<file path="src/rtl/fifo_wr_arbiter_pkg.sv">
`default_nettype none
// ============================================================================
//  Module   : fifo_arb_pkg
//  Purpose  : Shared types and helpers for the FIFO write-port arbiter.
//             arb_state_t - arbiter FSM states (IDLE / BURST)
//             idx_width() - tag/index width for n requesters (clog2, min 1)
//  Revision : 1.0 - initial release
// ============================================================================
package fifo_arb_pkg;

  typedef enum logic {
    ARB_IDLE  = 1'b0,
    ARB_BURST = 1'b1
  } arb_state_t;

  // A single requester still needs a one-bit index so ports never collapse
  // to zero width.
  function automatic int idx_width(input int n);
    return (n > 1) ? $clog2(n) : 1;
  endfunction

endpackage
`default_nettype wire

</file>
<file path="src/rtl/fifo_wr_arbiter_rr_arbiter.sv">
`default_nettype none
// ============================================================================
//  Module   : rr_arbiter
//  Purpose  : Combinational round-robin pick. Returns the first set request
//             at or after ptr, wrapping modulo N.
//  Ports    : req [N]  - request vector
//             ptr [IW] - highest-priority position (must be < N)
//             any      - at least one request set
//             idx [IW] - selected index (valid when any = 1)
//  Revision : 1.0 - initial release
// ============================================================================
module rr_arbiter
  import fifo_arb_pkg::*;
#(
  parameter  int N  = 4,
  localparam int IW = idx_width(N)
) (
  input  logic [N-1:0]  req,
  input  logic [IW-1:0] ptr,
  output logic          any,
  output logic [IW-1:0] idx
);

  logic [2*N-1:0] w_dbl;
  logic [N-1:0]   w_rot;
  logic [IW-1:0]  w_enc;
  logic [IW:0]    w_sum;

  // Rotate right by ptr so position ptr lands on bit 0.
  assign w_dbl = {req, req} >> ptr;
  assign w_rot = w_dbl[N-1:0];

  // Lowest set bit of the rotated vector wins.
  always_comb begin
    w_enc = '0;
    for (int k = N - 1; k >= 0; k--) begin
      if (w_rot[k]) w_enc = IW'(k);
    end
  end

  // Rotate back: (ptr + enc) mod N, both operands already < N.
  assign w_sum = {1'b0, ptr} + {1'b0, w_enc};
  assign idx   = (w_sum >= (IW+1)'(N)) ? IW'(w_sum - (IW+1)'(N)) : w_sum[IW-1:0];
  assign any   = |req;

endmodule
`default_nettype wire

</file>
<file path="src/rtl/fifo_wr_arbiter.sv">
`default_nettype none
// ============================================================================
//  Module   : fifo_wr_arbiter
//  Purpose  : Shares the FIFO write port among NUM_REQ requesters with
//             round-robin grant and packet lock (held until last beat or
//             MAX_BURST beats). Each accepted beat is written as
//             {grant_id, data}. An idle arbitration cycle follows every grant.
//  Ports    : clk, reset_n (async, active low)
//             req_valid/req_data/req_last [NUM_REQ] in, req_ready [NUM_REQ] out
//             fifo_wen, fifo_wdata out; fifo_wfull in
//             grant_id (current owner), busy (grant held)
//  Revision : 1.0 - initial release
// ============================================================================
module fifo_wr_arbiter
  import fifo_arb_pkg::*;
#(
  parameter  int NUM_REQ    = 4,
  parameter  int DATA_WIDTH = 8,
  parameter  int MAX_BURST  = 4,
  localparam int IDX_W      = idx_width(NUM_REQ)
) (
  input  logic                                clk,
  input  logic                                reset_n,
  input  logic [NUM_REQ-1:0]                  req_valid,
  input  logic [NUM_REQ-1:0][DATA_WIDTH-1:0]  req_data,
  input  logic [NUM_REQ-1:0]                  req_last,
  output logic [NUM_REQ-1:0]                  req_ready,
  output logic                                fifo_wen,
  output logic [IDX_W+DATA_WIDTH-1:0]         fifo_wdata,
  input  logic                                fifo_wfull,
  output logic [IDX_W-1:0]                    grant_id,
  output logic                                busy
);

  localparam int                 c_CNT_W      = $clog2(MAX_BURST + 1);
  localparam logic [c_CNT_W-1:0] c_LAST_CNT   = c_CNT_W'(MAX_BURST - 1);
  localparam logic [IDX_W-1:0]   c_LAST_GRANT = IDX_W'(NUM_REQ - 1);

  arb_state_t          r_state;
  logic [IDX_W-1:0]    r_grant_id;
  logic [IDX_W-1:0]    r_rr_ptr;
  logic [c_CNT_W-1:0]  r_beat_cnt;

  logic                w_any;
  logic [IDX_W-1:0]    w_idx;
  logic                w_accept;
  logic                w_terminate;

  rr_arbiter #(
    .N (NUM_REQ)
  ) u_rr_arbiter (
    .req (req_valid),
    .ptr (r_rr_ptr),
    .any (w_any),
    .idx (w_idx)
  );

  assign busy     = (r_state == ARB_BURST);
  assign grant_id = r_grant_id;

  // Handshake and FIFO write happen in the same cycle: no pipeline stage.
  assign w_accept    = busy & req_valid[r_grant_id] & ~fifo_wfull;
  assign w_terminate = req_last[r_grant_id] | (r_beat_cnt == c_LAST_CNT);
  assign fifo_wen    = w_accept;

  // Forced to zero outside a grant so the bus is quiet while idle/in reset.
  assign fifo_wdata = busy ? {r_grant_id, req_data[r_grant_id]} : '0;

  always_comb begin
    req_ready = '0;
    if (busy && !fifo_wfull) req_ready[r_grant_id] = 1'b1;
  end

  always_ff @(posedge clk or negedge reset_n) begin
    if (!reset_n) begin
      r_state    <= ARB_IDLE;
      r_grant_id <= '0;
      r_rr_ptr   <= '0;
      r_beat_cnt <= '0;
    end else begin
      case (r_state)
        ARB_IDLE: begin
          // Requests are only sampled here; non-owners are ignored in BURST.
          if (w_any) begin
            r_grant_id <= w_idx;
            r_beat_cnt <= '0;
            r_state    <= ARB_BURST;
          end
        end
        ARB_BURST: begin
          // Valid gaps and full stalls simply wait: the grant is packet-locked.
          if (w_accept) begin
            if (w_terminate) begin
              r_state    <= ARB_IDLE;
              r_beat_cnt <= '0;
              r_rr_ptr   <= (r_grant_id == c_LAST_GRANT) ? '0
                                                         : r_grant_id + IDX_W'(1);
            end else begin
              r_beat_cnt <= r_beat_cnt + c_CNT_W'(1);
            end
          end
        end
        default: r_state <= ARB_IDLE;
      endcase
    end
  end

endmodule
`default_nettype wire

</file>
<file path="config.mk">
export PLATFORM = sky130hd
export DESIGN_NAME = fifo_wr_arbiter
export DESIGN_NICKNAME = d
export VERILOG_FILES = /design/src/rtl/fifo_wr_arbiter_pkg.sv /design/src/rtl/fifo_wr_arbiter_rr_arbiter.sv /design/src/rtl/fifo_wr_arbiter.sv
export SDC_FILE = /design/constraint.sdc
export NUM_CORES = 1
export LEC_CHECK = 0
export CORE_UTILIZATION = 40
export DETAILED_ROUTE_END_ITERATION = 12
export PLACE_DENSITY_LB_ADDON = 0.2
export SETUP_SLACK_MARGIN = 0.2
export SLEW_MARGIN = 10
export SYNTH_ARGS = -nofsm -noshare
export SYNTH_HDL_FRONTEND = slang
export SYNTH_HIERARCHICAL = 1
export SYNTH_SLANG_ARGS = --single-unit
</file>
<file path="constraint.sdc">
create_clock -name clk -period 5.25 [get_ports clk]
set_input_delay 1.05 -clock clk [delete_from_list [all_inputs] [get_ports clk]]
set_output_delay 1.05 -clock clk [all_outputs]
set_load 0.01 [all_outputs]
</file>
[Yosys cells after proc, flatten, opt, wreduce, memory -nomap -nowiden]
Index checks and enable logic that the tools add are counted.
Word-level totals
  register bits: 8
  input bits: 43
  output and inout port bits: 18
  logic and storage cells: 52
Operators by class
  $add $sub $neg: 4
  order comparisons: 3
  equal/unequal tests: 4
  shifts and indexed selects: 1
  muxes and demuxes: 24
  bitwise gates (word level): 5
  reductions and logical operators: 7
Operators with widths (number)
  $bmux W8 S2: 1
  $mux W2: 6
  $mux W10: 1
  $mux W3: 3
  $mux W8: 1
  $shr A8 B2 Y4: 1
  $mux W1: 6
  $pmux W3 S2: 1
  $bmux W1 S2: 2
  $mux W4: 1
  $reduce_and A2 Y1: 2
  $reduce_or A4 Y1: 1
  $add A2 B2 Y3: 1
  $add A3 B1 Y3 const B: 1
  $eq A3 B2 Y1 const B: 1
  $ge A3 B3 Y1 const B: 1
  $lt A2 B3 Y1 const B: 1
  $reduce_and A3 Y1: 1
  $add A2 B1 Y2 const B: 1
  $and A1 B1 Y1: 2
  $demux W1 S2: 1
  $eq A2 B2 Y1 const B: 1
  $ge A2 B1 Y1 const B: 1
  $logic_and A1 B1 Y1: 2
  7 further kinds: 8

[Logic depth before layout (Yosys ltp)]
Gate-level depths: netlist of the first run.
  depth in word-level cells: 8
  mapped depth: 10
  depth with buffers taken out: 9

[By module]
The synthesis of the first run kept the hierarchy.
Modules (own cells, without submodules)
  fifo_wr_arbiter: times used 1, cells an instance 74, area an instance 827.0 um2, sequential area each 200.2 um2
  rr_arbiter: times used 1, cells an instance 27, area an instance 178.9 um2, sequential area each 0.0 um2

[Worst setup path after synthesis of the first run]
Ideal clock, no wire load.
  path type: input-to-output
  from: input req_data[24] (netlist bit)
  to: output fifo_wdata[0]
  arrival: 1673 ps
  data required time: 4200 ps
  path slack: 2527 ps
  stages: 2
  path buffers: 0
  cell sequence: mux4_2 -> and2_1
Between the ends
  longest elaborated chain between the ends: 3
Ends and longest elaborated chain
  start, declared: line fifo_wr_arbiter.sv:25  | input logic [NUM_REQ-1:0][DATA_WIDTH-1:0] req_data,
  $bmux W8 S2: line fifo_wr_arbiter.sv:67  | assign fifo_wdata = busy ? {r_grant_id, req_data[r_grant_id]} : '0;
  $mux W8 (not written as such): line fifo_wr_arbiter.sv:67
  $mux W10: line fifo_wr_arbiter.sv:67
  end, declared: line fifo_wr_arbiter.sv:29  | output logic [IDX_W+DATA_WIDTH-1:0] fifo_wdata,
No other way between the ends. The select of a mux whose other input is x is not followed.

[Worst setup path after layout of the first run]
  from: input req_valid[2]
  to: output fifo_wen
Between the ends
  longest elaborated chain between the ends: 4
Ends and longest elaborated chain
  start, declared: line fifo_wr_arbiter.sv:24  | input logic [NUM_REQ-1:0] req_valid,
  $bmux W1 S2: line fifo_wr_arbiter.sv:62  | assign w_accept = busy & req_valid[r_grant_id] & ~fifo_wfull;
  $mux W1 (not written as such): line fifo_wr_arbiter.sv:62
  $and A1 B1 Y1 (2 in a row): line fifo_wr_arbiter.sv:62
  end, declared: line fifo_wr_arbiter.sv:28  | output logic fifo_wen,
No other way between the ends. The select of a mux whose other input is x is not followed.

==> results.json, run 1 <==
{
  "status": "complete, no violations",
  "start_kind": "input port",
  "syn_inst": 101,
  "final.setup.tns_ns": 0,
  "maxSlewViolCount": 0,
  "slowest_delay_ns": 0.63,
  "synthTopCellsByArea": "dfrtp_1 20%, mux4_2 18%, and2_1 8.7%, ha_1 8.7%, mux2i_1 5.0%",
  "layout-drive-gt1-share_pct": 11.9,
  "syn_nets": 151,
  "crit_family": "buffers and inverters",
  "drt_first_pass_iters": 4,
  "ir_drop_v": 0.000434,
  "critical_path_class": "input port to output port",
  "worst_path_most_repeated_cell": "clkdlybuf4s50_1",
  "viasPerCell": 5.41,
  "powerDensity_nw_per_um2": 421,
  "antenna_found_initial": 0,
  "relSlewSlack_pct": 42.3,
  "ctsHoldBuffers": 0,
  "synth.top_cell.area_share_pct": 19.9,
  "first_global_vias": 938,
  "gp_congestion": 0.732,
  "yosys_warnings": 6,
  "r2r_end": "r_beat_cnt[2]",
  "setup_viol": 0,
  "diodes": 0,
  "fin_worst_skew_ns": 0.00256,
  "crit_buf_inv": 2,
  "post_cts_buffers": 0,
  "finalHoldViolCount": 0,
  "max_clock_freq_ghz": 0.268,
  "synth_edf_count": 0,
  "path_cells": "clkdlybuf4s50_1 -> mux2i_1 -> o22ai_2 -> clkdlybuf4s50_1",
  "clk_path_buf_depth": 2,
  "synth_top_flop_cell": "dfrtp_1",
  "endpoint_kind": "output port",
  "post_cts_resized": 0,
  "port_buffers": 60,
  "core-area_um2": 2300,
  "min_from": "r_beat_cnt[2]",
  "numCtsBuffers": 3,
  "die_h_um": 52.2,
  "rr_startpoint": "grant_id[0]",
  "synth_seq_area_share_pct": 19.9,
  "grtUsageTotal_pct": 22.6,
  "cts_tree": "done",
  "crit_required_ns": 4.20,
  "startpoint": "req_valid[2]",
  "dp.final_hpwl_mm": 2.29,
  "overflow": 0,
  "initial_utilization_pct": 43.8,
  "yosysTopAreaCell": "dfrtp_1",
  "ant_nets": 0,
  "synth_most_common_cell": "and2_1",
  "critPathMaxFanout": 8,
  "die_w_um": 52.2,
  "ys_types": 38,
  "power_leakage_nw": 0.638,
  "period_share_pct": 71.1,
  "grt_pass1_wl_mm": 4.57,
  "path_clk_slew_ns": 0.05,
  "worst_pin_slew_ns": 0.866,
  "synth_seq_cells": 8,
  "insertion_delay_ns": 0.25,
  "areaGrowthSynthToFinish_pct": 62.2,
  "r2r_slack_ns": 3.18,
  "rr_worst_depth": 4,
  "post-route-drc-count": 0,
  "fin_crit_ns": 3.73,
  "h-tree-depth": 1,
  "num-nets-final": 211,
  "nFillCells": 196,
  "syn_area_per_cell_um2": 9.96,
  "finalWirelength_mm": 2.87,
  "cpMaxStageDelayCell": "clkdlybuf4s50_1",
  "cts_sinks": 8,
  "grt_max_degree": 19,
  "cts_root_buf": "clkbuf_4",
  "vias": 1012,
  "drv_cap": 0,
  "holdPathEnd": "r_beat_cnt[2]",
  "hold_class": "flip-flop to flip-flop",
  "wl_per_cell_um": 15.4,
  "rsz0062_at_grt": "no",
  "rows": 17,
  "drt_iter0_drc": 10,
  "seq_area_um2": 200,
  "synth_area_um2": 1010,
  "fp.dieArea_um2": 2720,
  "synthArstFlopShare_pct": 100,
  "cp.arrival_ns": 2.68,
  "multi_input_area_um2": 751,
  "io-pin-count": 61,
  "min_path_cells": 1,
  "finalPower_w": 0.000687,
  "synthTopCellsByCount": "14 x and2_1, 8 x dfrtp_1, 8 x mux4_2"
}
==> layout by cell type (no fill, tap or decap), drive strengths merged, types with 4 or more instances in the layout <==
cell type,count
clkdlybuf4s50,60
inv,6
ha,7
dfrtp,8
and2,14
mux2,5
nand2,4
nor2,7
mux4,8
mux2i,5
==> worst max path at each step <==
| stage | cells past startpoint | slack (ns) | to |
|---|---|---|---|
| after floorplan | 2 | 2.53 | fifo_wdata[0] |
| after global placement | 4 | 1.57 | fifo_wen |
| after detailed placement | 4 | 1.52 | fifo_wen |
| after CTS | 4 | 1.52 | fifo_wen |
| after global routing | 4 | 1.47 | fifo_wen |
| final | 4 | 1.52 | fifo_wen |
==> layout make-up <==
cell class                      instances  area share, %
Timing Repair Buffer                   60           36.8
Clock buffer                            3           1.38
Tap cell                               28           2.15
Inverter                                6           1.38
Sequential cell                         8           12.3
Multi-Input combinational cell         82           46.0
==> worst reg2reg max path, stage by stage (launching register included) <==
cell,delay [ns]
dfrtp_1,0.90
mux2i_1,0.31
o22ai_2,0.15
or2_4,0.30
mux2_4,0.30
==> cell families after synthesis <==
kind of cell / Yosys count / share of synthesized area [%]
fa+ha+maj: 7 / 8.71
xor+xnor: 2 / 1.74
simple gates: 43 / 25.6
compound gates: 12 / 8.96
mux: 18 / 29.6
buf+inv: 11 / 5.47
flops: 8 / 19.9
==> report_power, final <==
group,total [W],internal [W],leakage [nW],switching [W]
clock network,0.0000450,0.0000260,0.0138,0.0000190
logic,0.000473,0.000304,0.526,0.000169
registers,0.000169,0.0000861,0.0983,0.0000829
total,0.000687,0.000416,0.638,0.000271
==> routing by layer <==
layer  vias to the layer above  share of wire (%)  global-route usage [%]
met4                         0                1.0                    5.26
met1                       482                 46                    29.6
met3                         4                5.7                    3.51
li1                        485                  -                       -
met5                         -                  0                       0
met2                        41                 48                    38.9
==> stage by stage <==
stage | hold slack [ns] | worst slack (ns) | utilization, % | cells | cell area [µm²]
final | 0.514 | 1.52 | 71.0 | 187 | 1630
after global routing | 0.525 | 1.47 | 71.0 | 187 | 1630
after CTS | 0.515 | 1.52 | 71.0 | 187 | 1630
after detailed placement | 0.500 | 1.52 | 70.0 | 184 | 1610
after global placement | 0.497 | 1.57 | 70.0 | 184 | 1610
after floorplan | 0.482 | 2.53 | - | 101 | 1010
==> sequential cells by signal (all words and copies together), names as in the netlist <==
name	flops
r_beat_cnt	3
grant_id	2
r_rr_ptr	2
busy	1
Power figures use the tool's default switching activity.
==> inputs of run 2 (changes only) <==
Settings changed: CORE_UTILIZATION 40 to 34.
Clock period 5.25 ns to 3.4 ns, I/O delays scaled along.
==> run 2 against run 1 <==
Cell count is 2.7% higher. Clock skew is 0.0017 ns higher. Clock power is 51% higher. Combinational power is 63% higher. Via count is 2.7% lower. Critical path type unchanged. Highest routed layer unchanged.
==> results.json, run 2 (same netlist as run 1, synthesis figures left out) <==
{
  "post_cts_buffers": 0,
  "setup_viol": 0,
  "status": "complete, no violations",
  "wl_met2_mm": 1.41,
  "seq_area_um2": 200,
  "finalHoldViolCount": 0,
  "regMostFlops": "r_beat_cnt",
  "cp.arrival_ns": 2.30,
  "start_kind": "input port",
  "crit_required_ns": 2.72,
  "areaGrowthSynthToFinish_pct": 64.1,
  "largest_reg_flops": 3,
  "overflow": 0,
  "cts_sinks": 8,
  "cts_tree": "done",
  "insertion_delay_ns": 0.25,
  "h-tree-depth": 1,
  "gp_congestion": 0.791,
  "cts_root_buf": "clkbuf_4",
  "first_global_vias": 995,
  "fp.dieArea_um2": 3180,
  "finalWirelength_mm": 2.71,
  "maxSlewViolCount": 0,
  "fin_worst_skew_ns": 0.00426,
  "ctsHoldBuffers": 0,
  "fin_crit_ns": 2.98,
  "slowest_delay_ns": 0.63,
  "rsz0062_at_grt": "no",
  "hold_class": "flip-flop to flip-flop",
  "path_cells": "clkdlybuf4s50_1 -> mux2i_1 -> o22ai_2 -> clkdlybuf4s50_1",
  "drt_iter0_drc": 34,
  "final_cell_mix": "60 x clkdlybuf4s50_1, 14 x and2_1, 8 x mux4_2, 8 x dfrtp_1",
  "nFillCells": 248,
  "path_clk_slew_ns": 0.05,
  "cpMaxStageDelayCell": "clkdlybuf4s50_1",
  "post_cts_resized": 0,
  "port_buffers": 60,
  "clk_path_buf_depth": 2,
  "core-area_um2": 2780,
  "powerDensity_nw_per_um2": 645,
  "worst_path_most_repeated_cell": "clkdlybuf4s50_1",
  "dp.final_hpwl_mm": 2.27,
  "drv_cap": 0,
  "top_layer": "met4",
  "wl_met1_mm": 1.21,
  "worst_pin_slew_ns": 0.628,
  "max_clock_freq_ghz": 0.336,
  "layout-drive-gt1-share_pct": 13.0,
  "post-route-drc-count": 0,
  "finalPower_w": 0.00107,
  "io-pin-count": 61,
  "diodes": 0,
  "critPathMaxFanout": 8,
  "endpoint_kind": "output port",
  "rows": 19,
  "critical_path_class": "input port to output port",
  "wl_met3_um": 89,
  "grt_max_degree": 18,
  "num-nets-final": 213,
  "wl_per_cell_um": 14.1,
  "viasPerCell": 5.13,
  "final_common_cell": "clkdlybuf4s50_1",
  "grtUsageTotal_pct": 18.8,
  "multi_input_area_um2": 751,
  "period_share_pct": 87.6,
  "die_w_um": 56.4,
  "grt_pass1_wl_mm": 4.68,
  "numCtsBuffers": 3,
  "r2r_slack_ns": 1.52,
  "initial_utilization_pct": 36.2,
  "ant_nets": 0,
  "antenna_found_initial": 0,
  "ir_drop_v": 0.000593,
  "power_leakage_nw": 0.648,
  "vias": 985,
  "drt_first_pass_iters": 4,
  "die_h_um": 56.4,
  "final.setup.tns_ns": 0,
  "relSlewSlack_pct": 58.1
}
[run 2: changes by cell type in the layout (fill, tap and decap cells not counted), sizes merged]
cell	before	now
buf	0	2
[run 2: cell type report]
class                      instances  area share [%]
clock buffer                       3            1.36
sequential                         8            12.1
inverter                           6            1.36
timing repair buffer              62            37.3
multi-input combinational         82            45.5
tap                               31            2.35
[run 2: path summary, 6_finish.rpt]
kind	from	end	cells past startpoint
max in group asynchronous	reset_n	grant_id[1]	1
setup reg to reg	grant_id[1]	r_rr_ptr[1]	4
min in group asynchronous	reset_n	r_beat_cnt[1]	1
hold reg to reg	r_beat_cnt[2]	r_beat_cnt[2]	1
hold / removal	r_beat_cnt[2]	r_beat_cnt[2]	1
setup / recovery	req_valid[2]	fifo_wen	4
[run 2: metrics by stage]
stage	util (%)	cell area, µm²	cells	setup WS [ns]	hold slack (ns)
3_3_place_gp	58.5	1630	189	0.475	0.503
6_report	59.3	1650	192	0.423	0.514
2_1_floorplan	-	1010	101	1.19	0.384
4_1_cts	59.3	1650	192	0.431	0.519
5_1_grt	59.3	1650	192	0.387	0.533
3_5_place_dp	58.5	1630	189	0.447	0.501
[run 2: metal layers]
layer / GRT usage (%) / up-vias
met5: 0 / -
met4: 2.44 / 0
met3: 3.23 / 2
met2: 34.2 / 24
met1: 23.7 / 467
li1: - / 492
[run 2: power by group]
part / switching, W / leakage, nW / internal [W]
sequential: 0.0000932 / 0.0983 / 0.000134
clock: 0.0000280 / 0.0138 / 0.0000401
combinational: 0.000291 / 0.536 / 0.000479
[run 2: worst max-delay path: cells and delay by family]
family,cells,cell delay [ns]
AO/OA/AOI/OAI,1,0.26
multiplexers,1,0.14
buffers and inverters,2,1.21
==> inputs of run 3 (changes only) <==
Settings changed: CAP_MARGIN set to 40, TNS_END_PERCENT set to 100.
==> results of run 3 <==
Final layout, timing and power as in run 2 (identical DEF).
